[config.mk]
export PLATFORM = sky130hd
export DESIGN_NAME = dht11_sensor_reader
export DESIGN_NICKNAME = d
export VERILOG_FILES = /design/src/rtl/dht11_sensor_reader_pkg.sv /design/src/rtl/dht11_sensor_reader_us_tick_gen.sv /design/src/rtl/dht11_sensor_reader.sv
export SDC_FILE = /design/constraint.sdc
export NUM_CORES = 1
export LEC_CHECK = 0
export CAP_MARGIN = 40
export CORE_MARGIN = 3
export CORE_UTILIZATION = 40
export CTS_CLUSTER_SIZE = 8
export DETAILED_ROUTE_END_ITERATION = 8
export GPL_TIMING_DRIVEN = 1
export PLACE_DENSITY = 0.52
export SLEW_MARGIN = 10
export SYNTH_ARGS = -nofsm -noshare
export SYNTH_HDL_FRONTEND = slang
export SYNTH_SLANG_ARGS = --single-unit
[constraint.sdc]
create_clock -name CLOCK_50 -period 6.75 [get_ports CLOCK_50]
set_input_delay 0.675 -clock CLOCK_50 [delete_from_list [all_inputs] [get_ports CLOCK_50]]
set_output_delay 0.675 -clock CLOCK_50 [all_outputs]
set_load 0.05 [all_outputs]
[src/rtl/dht11_sensor_reader_pkg.sv]
// Shared types and frame helpers for the DHT11 host receiver.
// Frame bytes arrive MSB-first: hum_int, hum_dec, temp_int, temp_dec, checksum.
package greenhouse_pkg;

  typedef enum logic [2:0] {
    IDLE,
    START,
    WAIT_ACK_LOW,
    ACK_LOW,
    ACK_HIGH,
    BIT_LOW,
    BIT_HIGH,
    CHECK
  } dht_state_t;

  localparam int unsigned DHT_FRAME_BITS = 40;
  localparam int unsigned F_OFFSET       = 32;

  localparam int unsigned B_HUM_INT  = 0;
  localparam int unsigned B_HUM_DEC  = 1;
  localparam int unsigned B_TEMP_INT = 2;
  localparam int unsigned B_TEMP_DEC = 3;
  localparam int unsigned B_CHECKSUM = 4;

  function automatic logic [7:0] frame_byte(input logic [DHT_FRAME_BITS-1:0] frame,
                                            input int unsigned idx);
    return frame[DHT_FRAME_BITS-1-8*idx -: 8];
  endfunction

  // Sum wraps at 8 bits, matching the sensor's own checksum arithmetic.
  function automatic logic checksum_ok(input logic [DHT_FRAME_BITS-1:0] frame);
    logic [7:0] sum;
    sum = frame_byte(frame, B_HUM_INT) + frame_byte(frame, B_HUM_DEC)
        + frame_byte(frame, B_TEMP_INT) + frame_byte(frame, B_TEMP_DEC);
    return sum == frame_byte(frame, B_CHECKSUM);
  endfunction

  function automatic logic [11:0] c_to_f(input logic [7:0] celsius);
    logic [11:0] scaled;
    scaled = 12'(celsius) * 12'd9;
    return scaled / 12'd5 + 12'(F_OFFSET);
  endfunction

endpackage

[src/rtl/dht11_sensor_reader_us_tick_gen.sv]
// Free-running prescaler: one-cycle us_tick every CLK_HZ/1e6 clocks.
module us_tick_gen #(
  parameter int unsigned CLK_HZ = 50000000
) (
  input  logic CLOCK_50,
  input  logic RESET_N,
  output logic us_tick
);

  localparam int unsigned DIV = (CLK_HZ / 1000000 > 1) ? CLK_HZ / 1000000 : 1;
  localparam int unsigned CW  = (DIV > 1) ? $clog2(DIV) : 1;

  logic [CW-1:0] div_cnt;

  always_ff @(posedge CLOCK_50 or negedge RESET_N) begin
    if (!RESET_N) begin
      div_cnt <= '0;
      us_tick <= 1'b0;
    end else if (div_cnt == CW'(DIV - 1)) begin
      div_cnt <= '0;
      us_tick <= 1'b1;
    end else begin
      div_cnt <= div_cnt + 1'b1;
      us_tick <= 1'b0;
    end
  end

endmodule

[src/rtl/dht11_sensor_reader.sv]
// DHT11 single-wire host: polls the sensor, times the 40-bit reply,
// verifies the checksum and holds humidity and Fahrenheit temperature.
module dht11_sensor_reader #(
  parameter int unsigned CLK_HZ        = 50000000,
  parameter int unsigned POLL_US       = 2000000,
  parameter int unsigned START_LOW_US  = 18000,
  parameter int unsigned TIMEOUT_US    = 200,
  parameter int unsigned BIT_THRESH_US = 48
) (
  input  logic        CLOCK_50,
  input  logic        RESET_N,
  input  logic        DHT_IN,
  output logic        DHT_DRIVE_LOW,
  output logic [11:0] TEMP_F,
  output logic [7:0]  HUM,
  output logic        DATA_VALID,
  output logic        CRC_ERR,
  output logic        TIMEOUT_ERR,
  output logic        BUSY
);

  import greenhouse_pkg::*;

  dht_state_t                state;
  logic [31:0]               us_count;
  logic [5:0]                bit_cnt;
  logic [DHT_FRAME_BITS-1:0] shift_reg;
  logic                      us_tick;

  logic dht_meta, dht_sync, dht_prev;
  logic dht_fall, dht_rise;
  logic in_wait, edge_seen;

  us_tick_gen #(.CLK_HZ(CLK_HZ)) u_tick (
    .CLOCK_50 (CLOCK_50),
    .RESET_N  (RESET_N),
    .us_tick  (us_tick)
  );

  // Sync stages reset high to match the pulled-up idle line.
  always_ff @(posedge CLOCK_50 or negedge RESET_N) begin
    if (!RESET_N) begin
      dht_meta <= 1'b1;
      dht_sync <= 1'b1;
      dht_prev <= 1'b1;
    end else begin
      dht_meta <= DHT_IN;
      dht_sync <= dht_meta;
      dht_prev <= dht_sync;
    end
  end

  assign dht_fall = dht_prev & ~dht_sync;
  assign dht_rise = ~dht_prev & dht_sync;

  always_comb begin
    in_wait   = 1'b0;
    edge_seen = 1'b0;
    case (state)
      WAIT_ACK_LOW, ACK_HIGH, BIT_HIGH: begin
        in_wait   = 1'b1;
        edge_seen = dht_fall;
      end
      ACK_LOW, BIT_LOW: begin
        in_wait   = 1'b1;
        edge_seen = dht_rise;
      end
      default: ;
    endcase
  end

  // Timeout is checked once for all wait states; an edge on the same cycle wins.
  always_ff @(posedge CLOCK_50 or negedge RESET_N) begin
    if (!RESET_N) begin
      state         <= IDLE;
      us_count      <= '0;
      bit_cnt       <= '0;
      shift_reg     <= '0;
      DHT_DRIVE_LOW <= 1'b0;
      TEMP_F        <= '0;
      HUM           <= '0;
      DATA_VALID    <= 1'b0;
      CRC_ERR       <= 1'b0;
      TIMEOUT_ERR   <= 1'b0;
      BUSY          <= 1'b0;
    end else begin
      DATA_VALID  <= 1'b0;
      CRC_ERR     <= 1'b0;
      TIMEOUT_ERR <= 1'b0;
      if (us_tick) us_count <= us_count + 32'd1;

      if (in_wait && !edge_seen && us_count >= TIMEOUT_US) begin
        state       <= IDLE;
        us_count    <= '0;
        TIMEOUT_ERR <= 1'b1;
        BUSY        <= 1'b0;
      end else begin
        case (state)
          IDLE: begin
            if (us_count >= POLL_US) begin
              state         <= START;
              us_count      <= '0;
              DHT_DRIVE_LOW <= 1'b1;
              BUSY          <= 1'b1;
            end
          end
          START: begin
            if (us_count >= START_LOW_US) begin
              state         <= WAIT_ACK_LOW;
              us_count      <= '0;
              DHT_DRIVE_LOW <= 1'b0;
            end
          end
          WAIT_ACK_LOW: begin
            if (edge_seen) begin
              state    <= ACK_LOW;
              us_count <= '0;
            end
          end
          ACK_LOW: begin
            if (edge_seen) begin
              state    <= ACK_HIGH;
              us_count <= '0;
            end
          end
          ACK_HIGH: begin
            if (edge_seen) begin
              state    <= BIT_LOW;
              us_count <= '0;
              bit_cnt  <= '0;
            end
          end
          BIT_LOW: begin
            if (edge_seen) begin
              state    <= BIT_HIGH;
              us_count <= '0;
            end
          end
          BIT_HIGH: begin
            if (edge_seen) begin
              shift_reg <= {shift_reg[DHT_FRAME_BITS-2:0], (us_count > BIT_THRESH_US)};
              bit_cnt   <= bit_cnt + 6'd1;
              us_count  <= '0;
              if (bit_cnt == 6'(DHT_FRAME_BITS - 1)) state <= CHECK;
              else                                   state <= BIT_LOW;
            end
          end
          CHECK: begin
            if (checksum_ok(shift_reg)) begin
              HUM        <= frame_byte(shift_reg, B_HUM_INT);
              TEMP_F     <= c_to_f(frame_byte(shift_reg, B_TEMP_INT));
              DATA_VALID <= 1'b1;
            end else begin
              CRC_ERR <= 1'b1;
            end
            state    <= IDLE;
            us_count <= '0;
            BUSY     <= 1'b0;
          end
          default: begin
            state    <= IDLE;
            us_count <= '0;
            BUSY     <= 1'b0;
          end
        endcase
      end
    end
  end

endmodule

Word level (Yosys, flattened, before mapping)
Cells that the tools add are included.
{"block": "word_totals", "regBits": 116, "in_bits": 3, "out_inout_bits": 25, "wordCells": 106}
{"block": "classes", "add_sub_neg": 7, "mul": 1, "div": 1, "magnitude_cmp": 4, "n_eq_ne": 21, "muxes": 35, "bitwise_logic": 5, "reduce_logical": 16}
{"cell": "32-bit 2-to-1 mux", "count": 5}
{"cell": "32-bit case mux with 4 select lines", "count": 1}
{"cell": "32-bit by 1-bit adder with 32-bit output, second input constant", "count": 1}
{"cell": "32-bit by 15-bit greater-or-equal comparator with 1-bit output, second input constant", "count": 1}
{"cell": "32-bit by 21-bit greater-or-equal comparator with 1-bit output, second input constant", "count": 1}
{"cell": "32-bit by 8-bit greater-or-equal comparator with 1-bit output, second input constant", "count": 1}
{"cell": "32-bit by 6-bit greater-than comparator with 1-bit output, second input constant", "count": 1}
{"cell": "8-bit adder", "count": 3}
{"cell": "3-bit 2-to-1 mux", "count": 8}
{"cell": "3-bit case mux with 8 select lines", "count": 1}
{"cell": "3-bit inequality test, second input constant", "count": 7}
{"cell": "6-bit 2-to-1 mux", "count": 3}
{"cell": "12-bit by 6-bit adder with 12-bit output, second input constant", "count": 1}
{"cell": "6-bit by 1-bit adder with 6-bit output, second input constant", "count": 2}
{"cell": "12-bit by 3-bit divider with 12-bit output, second input constant", "count": 1}
{"cell": "3-bit equality test, second input constant", "count": 4}
{"cell": "6-bit equality test, second input constant", "count": 2}
{"cell": "8-bit by 4-bit multiplier with 12-bit output, second input constant", "count": 1}
{"cell": "1-bit 2-to-1 mux", "count": 12}
{"cell": "6-bit case mux with 2 select lines", "count": 1}
{"cell": "8-bit equality test", "count": 1}
{"cell": "2-bit inequality test, second input constant", "count": 4}
{"cell": "4-bit AND reduction", "count": 2}
{"cell": "7-bit AND reduction", "count": 1}
{"cell": "16 further kinds", "count": 25}

Logic depth before layout (Yosys ltp)
Gate-level depths: netlist (run 1).
{"block": "depth", "word_depth": 8, "ltp_mapped": 18, "mapped_depth_nobuf": 17}

By module
From an unflattened synthesis (run 1), not the netlist that was laid out.
{"block": "unflattened", "cells_unflattened": 715, "area_unflattened_um2": 7129.3}
{"module": "dht11_sensor_reader", "n_inst": 1, "cells_per_inst": 688, "area_per_inst_um2": 6819.0}
{"module": "us_tick_gen", "n_inst": 1, "cells_per_inst": 27, "area_per_inst_um2": 310.3}

Worst setup path before layout (run 1)
OpenSTA, ideal clock, no wires.
{"block": "synth_timing", "path_type": "register -> register", "start": "reg shift_reg[17]", "end": "reg TEMP_F[0]", "arrival_ps": 4619, "t_required_ps": 6624, "path_slack_ps": 2005, "path_stages_with_launch": 18, "path_buffers": 1, "cell_sequence": "dfrtp_1 > ha_1 > ha_1 > fa_1 > a211o_1 > nand3_1 > nand2_2 > o21a_1 > o21a_1 > buf_2 > a221o_1 > a2111oi_2 > a21oi_1 > maj3_1 > o211ai_2 > a2111oi_0 > a41o_1 > o32a_1"}
{"block": "synth_via", "elab_chain_cells": 4, "elab_cells_between_ends": 7, "classes_between": "add/sub: 3; mul: 1; div: 1; eq/ne: 1; reduce/logical: 1"}
{"element": "from (decl)", "line_no": "dht11_sensor_reader.sv:27", "rtl": "logic [DHT_FRAME_BITS-1:0] shift_reg;"}
{"element": "from (signal assigned)", "line_no": "dht11_sensor_reader.sv:141", "rtl": "shift_reg <= {shift_reg[DHT_FRAME_BITS-2:0], (us_count > BIT_THRESH_US)};"}
{"element": "branches (longest 4 deep; another with 8-bit by 4-bit multiplier with 12-bit output)"}
{"element": "to (signal assigned)", "line_no": "dht11_sensor_reader.sv:151", "rtl": "TEMP_F <= c_to_f(frame_byte(shift_reg, B_TEMP_INT));"}
{"element": "to (decl)", "line_no": "dht11_sensor_reader.sv:14", "rtl": "output logic [11:0] TEMP_F,"}
Several ways; the timed one is not identified.
A chain may end at the register's enable or synchronous reset.

Final worst setup path (run 1)
Ends and elaborated chain as after synthesis.

==> reports/metrics.yaml, run 1 <==
cts_tree: "built"
path_common_cell: "ha_1"
syn_area_per_cell_sq_um: 10.38
synth_seq_cells: 115
worst_slack_ns: 1.129
powerDensity_nw_per_um2: 243.7
drive_above_1_share: 0.1502
fin_crit_sh: 0.8328
cpPeakStageDelay_ns: 0.50
initial_core_util: 0.4163
start_kind: "flop"
grt_pass1_vias: 5085
dieWidth_um: 138.8
synth_area_sq_um: 7051
gp_congestion: 0.8887
drt-initial-drc-count: 248
synth.distinct_cells: 82
slew_viol_final: 0
ys.flop_type: "dfrtp_1"
synth_edf_count: 0
postRouteAntennaNets: 0
hold_path_class: "in2async"
rsz0062_at_grt: "false"
antenna_found_initial: 0
clk_pin_slew_ns: 0.05
outcome: "finished, final reports clean"
synth_warnings: 0
vias_per_cell: 5.554
final.setup_skew_ns: 0.01314
crit_path_cell_trace: "ha_1, ha_1, fa_1, a211o_1, nand3_1, nand2_2, nor3_2, o21ai_0, buf_2, o2111ai_2, mux2i_1, nor4_4, nor4_1, a311oi_1, a2111oi_0, a41o_1, o32a_1"
critPathKind: "reg2reg"
largest_register_ffs: 40
clock_sinks: 115
setup_tns_ns: 0
p_leak_uw: 0.003688
syn_to_final_growth_pct: 15.47
tightest_slew_ns: 0.8336
num-nets-final: 750
firstDrtPassIters: 5
syn_inst: 679
slew_headroom: 0.4443
mostFrequentLayoutCells: "dfrtp_1, nor2_1, mux2_2"
worst_ep_arrival_time_ns: 5.90
rows: 47
hold_buffers: 0
drc_errors: 0
core_area_sq_um: 16940
grt_usage: 0.1643
boundaryPins: 28
cts_resized: 0
hold_viol_final: 0
cts_setup_buffers: 0
root_buffer: "clkbuf_16"
htreeDepth: 4
hpwl_mm: 10.88
portBuffers: 26
critPathSlowestCell: "a311oi_1"
place_worst_setup_slack_ns: 1.241
worst_ep_required_time_ns: 7.03
wirelength_mm: 15.43
n_antenna_cell: 0
clock_latency_ns: 0.41
ys_seq_area_frac: 0.4087
crit_path_end_kind: "flop"
grt_pass1_wl_mm: 26.26
setup_violations: 0
fmax_ghz: 0.1779
hold_slack_ns: 0.2138
peakVddDrop_v: 0.0001794
die_area_sq_um: 19260
fin_crit_ns: 5.621
num_vias: 5215
grt_max_degree: 65
cts_buffer_depth: 2
overflow: 0
cts_made_buffers: 17
layout_commonest_cell: "dfrtp_1"
wl_per_cell_um: 16.43
cp_max_fo: 9
synthArstFlopShare: 1.000
fp.dieH_um: 138.8
drv_cap: 0
-- cell families after synthesis --
group,share of synthesized area
adders and majority gates,0.08909
other,0.0005319
xor gates and xnor gates,0.06034
muxes,0.08501
buffers and inverters,0.03265
and+or+nand+nor,0.1524
DFF,0.4087
AOI/OAI and AO/OA,0.1713
-- metal layers --
layer	wire [um]	vias up	GRT usage
met1	7307	2549	0.2221
met3	372	22	0.03000
met4	269	0	0.06179
met5	0	-	0
li1	-	2561	-
met2	7477	83	0.2644
-- through the flow --
| stage | instance area [sq um] | instances | utilization | total power (uW) |
|---|---|---|---|---|
| 6_report | 8142 | 939 | 0.4807 | 1984 |
| 3_5_place_dp | 7564 | 910 | 0.4466 | 1126 |
| 2_1_floorplan | 7092 | 690 | - | 1007 |
| 3_3_place_gp | 7511 | 907 | 0.4435 | 1122 |
| 5_1_grt | 8142 | 939 | 0.4807 | 2072 |
| 4_1_cts | 8142 | 939 | 0.4807 | 2013 |
-- area by class of cell --
class	count	area, sq um
Clock buffer	25	505.5
Clock inverter	4	72.57
Fill cell	1570	8795
Inverter	14	52.55
Multi-Input combinational cell	524	3984
Sequential cell	115	2882
Tap cell	220	275.3
Timing Repair Buffer	37	370.4
-- worst max-delay path, delay by kind of cell, from the launching register on --
kind	cells	cell delay, ns
AO/OA/AOI/OAI	7	2.22
adder cells (fa/ha/maj)	3	1.07
buffers and inverters	1	0.24
flip-flops	1	0.49
multiplexers	1	0.17
AND/OR/NAND/NOR	5	1.30
-- Yosys cell counts, types with 5 or more instances --
| master | number | area, sq um |
|---|---|---|
| nor2b_1 | 6 | 37.54 |
| a31oi_1 | 5 | 31.28 |
| a211oi_1 | 9 | 67.56 |
| o21a_1 | 8 | 60.06 |
| nand2_1 | 33 | 123.9 |
| xnor2_1 | 30 | 262.8 |
| and2_1 | 6 | 37.54 |
| inv_1 | 13 | 48.80 |
| o21ai_0 | 22 | 110.1 |
| o211ai_1 | 8 | 60.06 |
| nand4_1 | 11 | 68.82 |
| nor3_1 | 11 | 55.05 |
| clkbuf_1 | 21 | 78.83 |
| nor4_1 | 10 | 62.56 |
| mux2i_1 | 7 | 70.07 |
| a21oi_1 | 31 | 155.2 |
| fa_1 | 15 | 300.3 |
| ha_1 | 23 | 287.8 |
| buf_2 | 10 | 50.05 |
| and3_1 | 11 | 68.82 |
| dfrtp_1 | 112 | 2803 |
| nor2_1 | 61 | 229.0 |
| a21o_1 | 12 | 90.09 |
| nand2b_1 | 5 | 31.28 |
| xor2_1 | 16 | 140.1 |
| nand3_1 | 29 | 145.1 |
| a22o_1 | 6 | 52.55 |
| mux2_2 | 47 | 529.3 |
| a2111oi_0 | 5 | 43.79 |
-- power by group --
part	internal [uW]	total, uW	switching, uW
combinational	107	320	213
clock	585	874	289
sequential	739	790	51.1
-- path summary, 6_finish.rpt --
check	startpoint	to	slack (ns)	depth (start not counted)
setup / recovery	shift_reg[17]	TEMP_F[0]	1.13	17
hold / removal	RESET_N	u_tick.div_cnt[2]	0.21	1
setup reg to reg	shift_reg[17]	TEMP_F[0]	1.13	17
hold reg to reg	dht_meta	dht_sync	0.36	0
max in group asynchronous	RESET_N	dht_prev	5.47	3
min in group CLOCK_50	dht_meta	dht_sync	0.36	0
(Power assumes the default switching activity.)
==> inputs of run 2 (changes only) <==
==> constraint.sdc (replaced) <==
create_clock -name CLOCK_50 -period 5.71 [get_ports CLOCK_50]
set_input_delay 0.571 -clock CLOCK_50 [delete_from_list [all_inputs] [get_ports CLOCK_50]]
set_output_delay 0.571 -clock CLOCK_50 [all_outputs]
set_load 0.05 [all_outputs]
==> run 2 against run 1 <==
Against the previous run: non-clock buffer count is 10 higher; sequential power rose by 18%; highest routed layer unchanged; clock power increased by 18%.
==> reports/metrics.yaml, run 2 (synthesized netlist as in run 1, its figures left out) <==
outcome: "finished, final reports clean"
r2r-end: "TEMP_F[0]"
hold_viol_final: 0
hold_path_class: "in2async"
peakVddDrop_v: 0.0002955
cts_tree: "built"
fmax_ghz: 0.1886
firstDrtPassIters: 4
num-nets-final: 760
die_area_sq_um: 19260
htreeDepth: 4
n_antenna_cell: 0
critPathSlowestCell: "o21ai_0"
root_buffer: "clkbuf_16"
seq_power_share: 0.398
hold_buffers: 0
syn_to_final_growth_pct: 16.89
p_comb_frac: 0.162
start_kind: "flop"
finish.utilization: 0.4866
gr-max-usage-layer: "met2"
fin_crit_ns: 5.301
dieWidth_um: 138.8
num_vias: 5311
initial_core_util: 0.4163
grt_pass1_vias: 5294
fin_crit_sh: 0.9284
drc_errors: 0
rsz0062_at_grt: "false"
cp_max_fo: 9
worst_ep_required_time_ns: 5.99
postRouteAntennaNets: 0
gp_congestion: 0.8887
worst_ep_arrival_time_ns: 5.59
final.setup_skew_ns: 0.007003
path_delay_family: "compound AO/OA/AOI/OAI gates"
grt_pass1_wl_mm: 26.42
crit_path_cell_trace: "ha_1, ha_1, fa_1, a211o_1, nand2_1, o211ai_1, o21ai_0, o21ai_0, a221o_1, a2111oi_2, a21oi_1, maj3_1, o211ai_2, a2111oi_0, a41o_1, o32a_1"
powerDensity_nw_per_um2: 284.1
boundaryPins: 28
rows: 47
grt_max_degree: 47
cts_resized: 0
worstRegToRegCells: 16
layout_commonest_cell: "dfrtp_1"
cts_setup_buffers: 0
slew_headroom: 0.4423
clk_pin_slew_ns: 0.06
core_area_sq_um: 16940
sw_frac_of_total: 0.2899
portBuffers: 26
cpPeakStageDelay_ns: 0.69
largest_register_ffs: 40
grtUsageMet3: 0.03241
wl_per_cell_um: 16.06
grt_usage: 0.1647
ff2ff_setup_slack_ns: 0.41
overflow: 0
drive_above_1_share: 0.1694
clock_latency_ns: 0.41
cts_made_buffers: 17
path_buf_inv: 0
internal-power_uw: 1663
cts_buffer_depth: 2
p_leak_uw: 0.003750
vias_per_cell: 5.579
clock_sinks: 115
setup_violations: 0
grtUsageMet1: 0.2236
p_sw_uw: 678.9
hpwl_mm: 11.19
power_frac_clock: 0.441
mostFrequentLayoutCells: "dfrtp_1, nor2_1, mux2_2"
setup_tns_ns: 0
critPathKind: "reg2reg"
slew_viol_final: 0
wirelength_mm: 15.29
crit_path_end_kind: "flop"
drv_cap: 0
tightest_slew_ns: 0.8278
power_uw: 2342
antenna_found_initial: 0
fp.dieH_um: 138.8
grtUsageMet2: 0.2636
drt-initial-drc-count: 231
reg2reg_from: "shift_reg[17]"
## run 2: worst max-delay path by stage
stage                        startpoint   endpoint  slack [ns]  cells after the start
after global placement    shift_reg[17]  TEMP_F[0]        0.51                     17
after detailed placement  shift_reg[17]  TEMP_F[0]        0.49                     16
after floorplan           shift_reg[17]  TEMP_F[0]        0.96                     17
final                     shift_reg[17]  TEMP_F[0]        0.41                     16
after CTS                 shift_reg[17]  TEMP_F[0]        0.48                     16
after global routing      shift_reg[17]  TEMP_F[0]        0.04                     17
## run 2: power groups by stage
stage          combinational, uW  clock (uW)  sequential (uW)
3_3_place_gp                 378           0              945
5_1_grt                      410        1100              943
3_5_place_dp                 383           0              947
6_report                     378        1030              932
4_1_cts                      385        1060              933
2_1_floorplan                145           0             1050
## run 2: stage by stage
| step | cell area, sq um | setup slack (ns) | cells | hold WS, ns |
|---|---|---|---|---|
| after global placement | 7586 | 0.5083 | 917 | 0.3552 |
| after global routing | 8242 | 0.04473 | 952 | 0.1825 |
| after floorplan | 7092 | 0.9649 | 690 | 0.2754 |
| final | 8242 | 0.4086 | 952 | 0.1506 |
| after detailed placement | 7654 | 0.4861 | 920 | 0.3491 |
| after CTS | 8242 | 0.4770 | 952 | 0.1596 |
## run 2: layer usage
metal | part of all wire | vias up | wire length, um
li1 | - | 2584 | -
met1 | 0.47 | 2625 | 7236
met2 | 0.48 | 82 | 7401
met3 | 0.028 | 20 | 435
met4 | 0.014 | 0 | 213
met5 | 0 | - | 0
## run 2: final cells by class
class	count	area, sq um
Clock buffer	19	452.9
Clock inverter	13	135.1
Fill cell	1570	8695
Inverter	14	52.55
Multi-Input combinational cell	524	3984
Sequential cell	115	2882
Tap cell	220	275.3
Timing Repair Buffer	47	460.4
## run 2: worst reg2reg max path: stages (launching register included)
cell	delay, ns
dfrtp_1	0.49
ha_1	0.34
ha_1	0.26
fa_1	0.46
a211o_1	0.36
nand2_1	0.10
o211ai_1	0.12
o21ai_0	0.69
o21ai_0	0.18
a221o_1	0.36
a2111oi_2	0.37
a21oi_1	0.12
maj3_1	0.40
o211ai_2	0.26
a2111oi_0	0.11
a41o_1	0.23
o32a_1	0.32
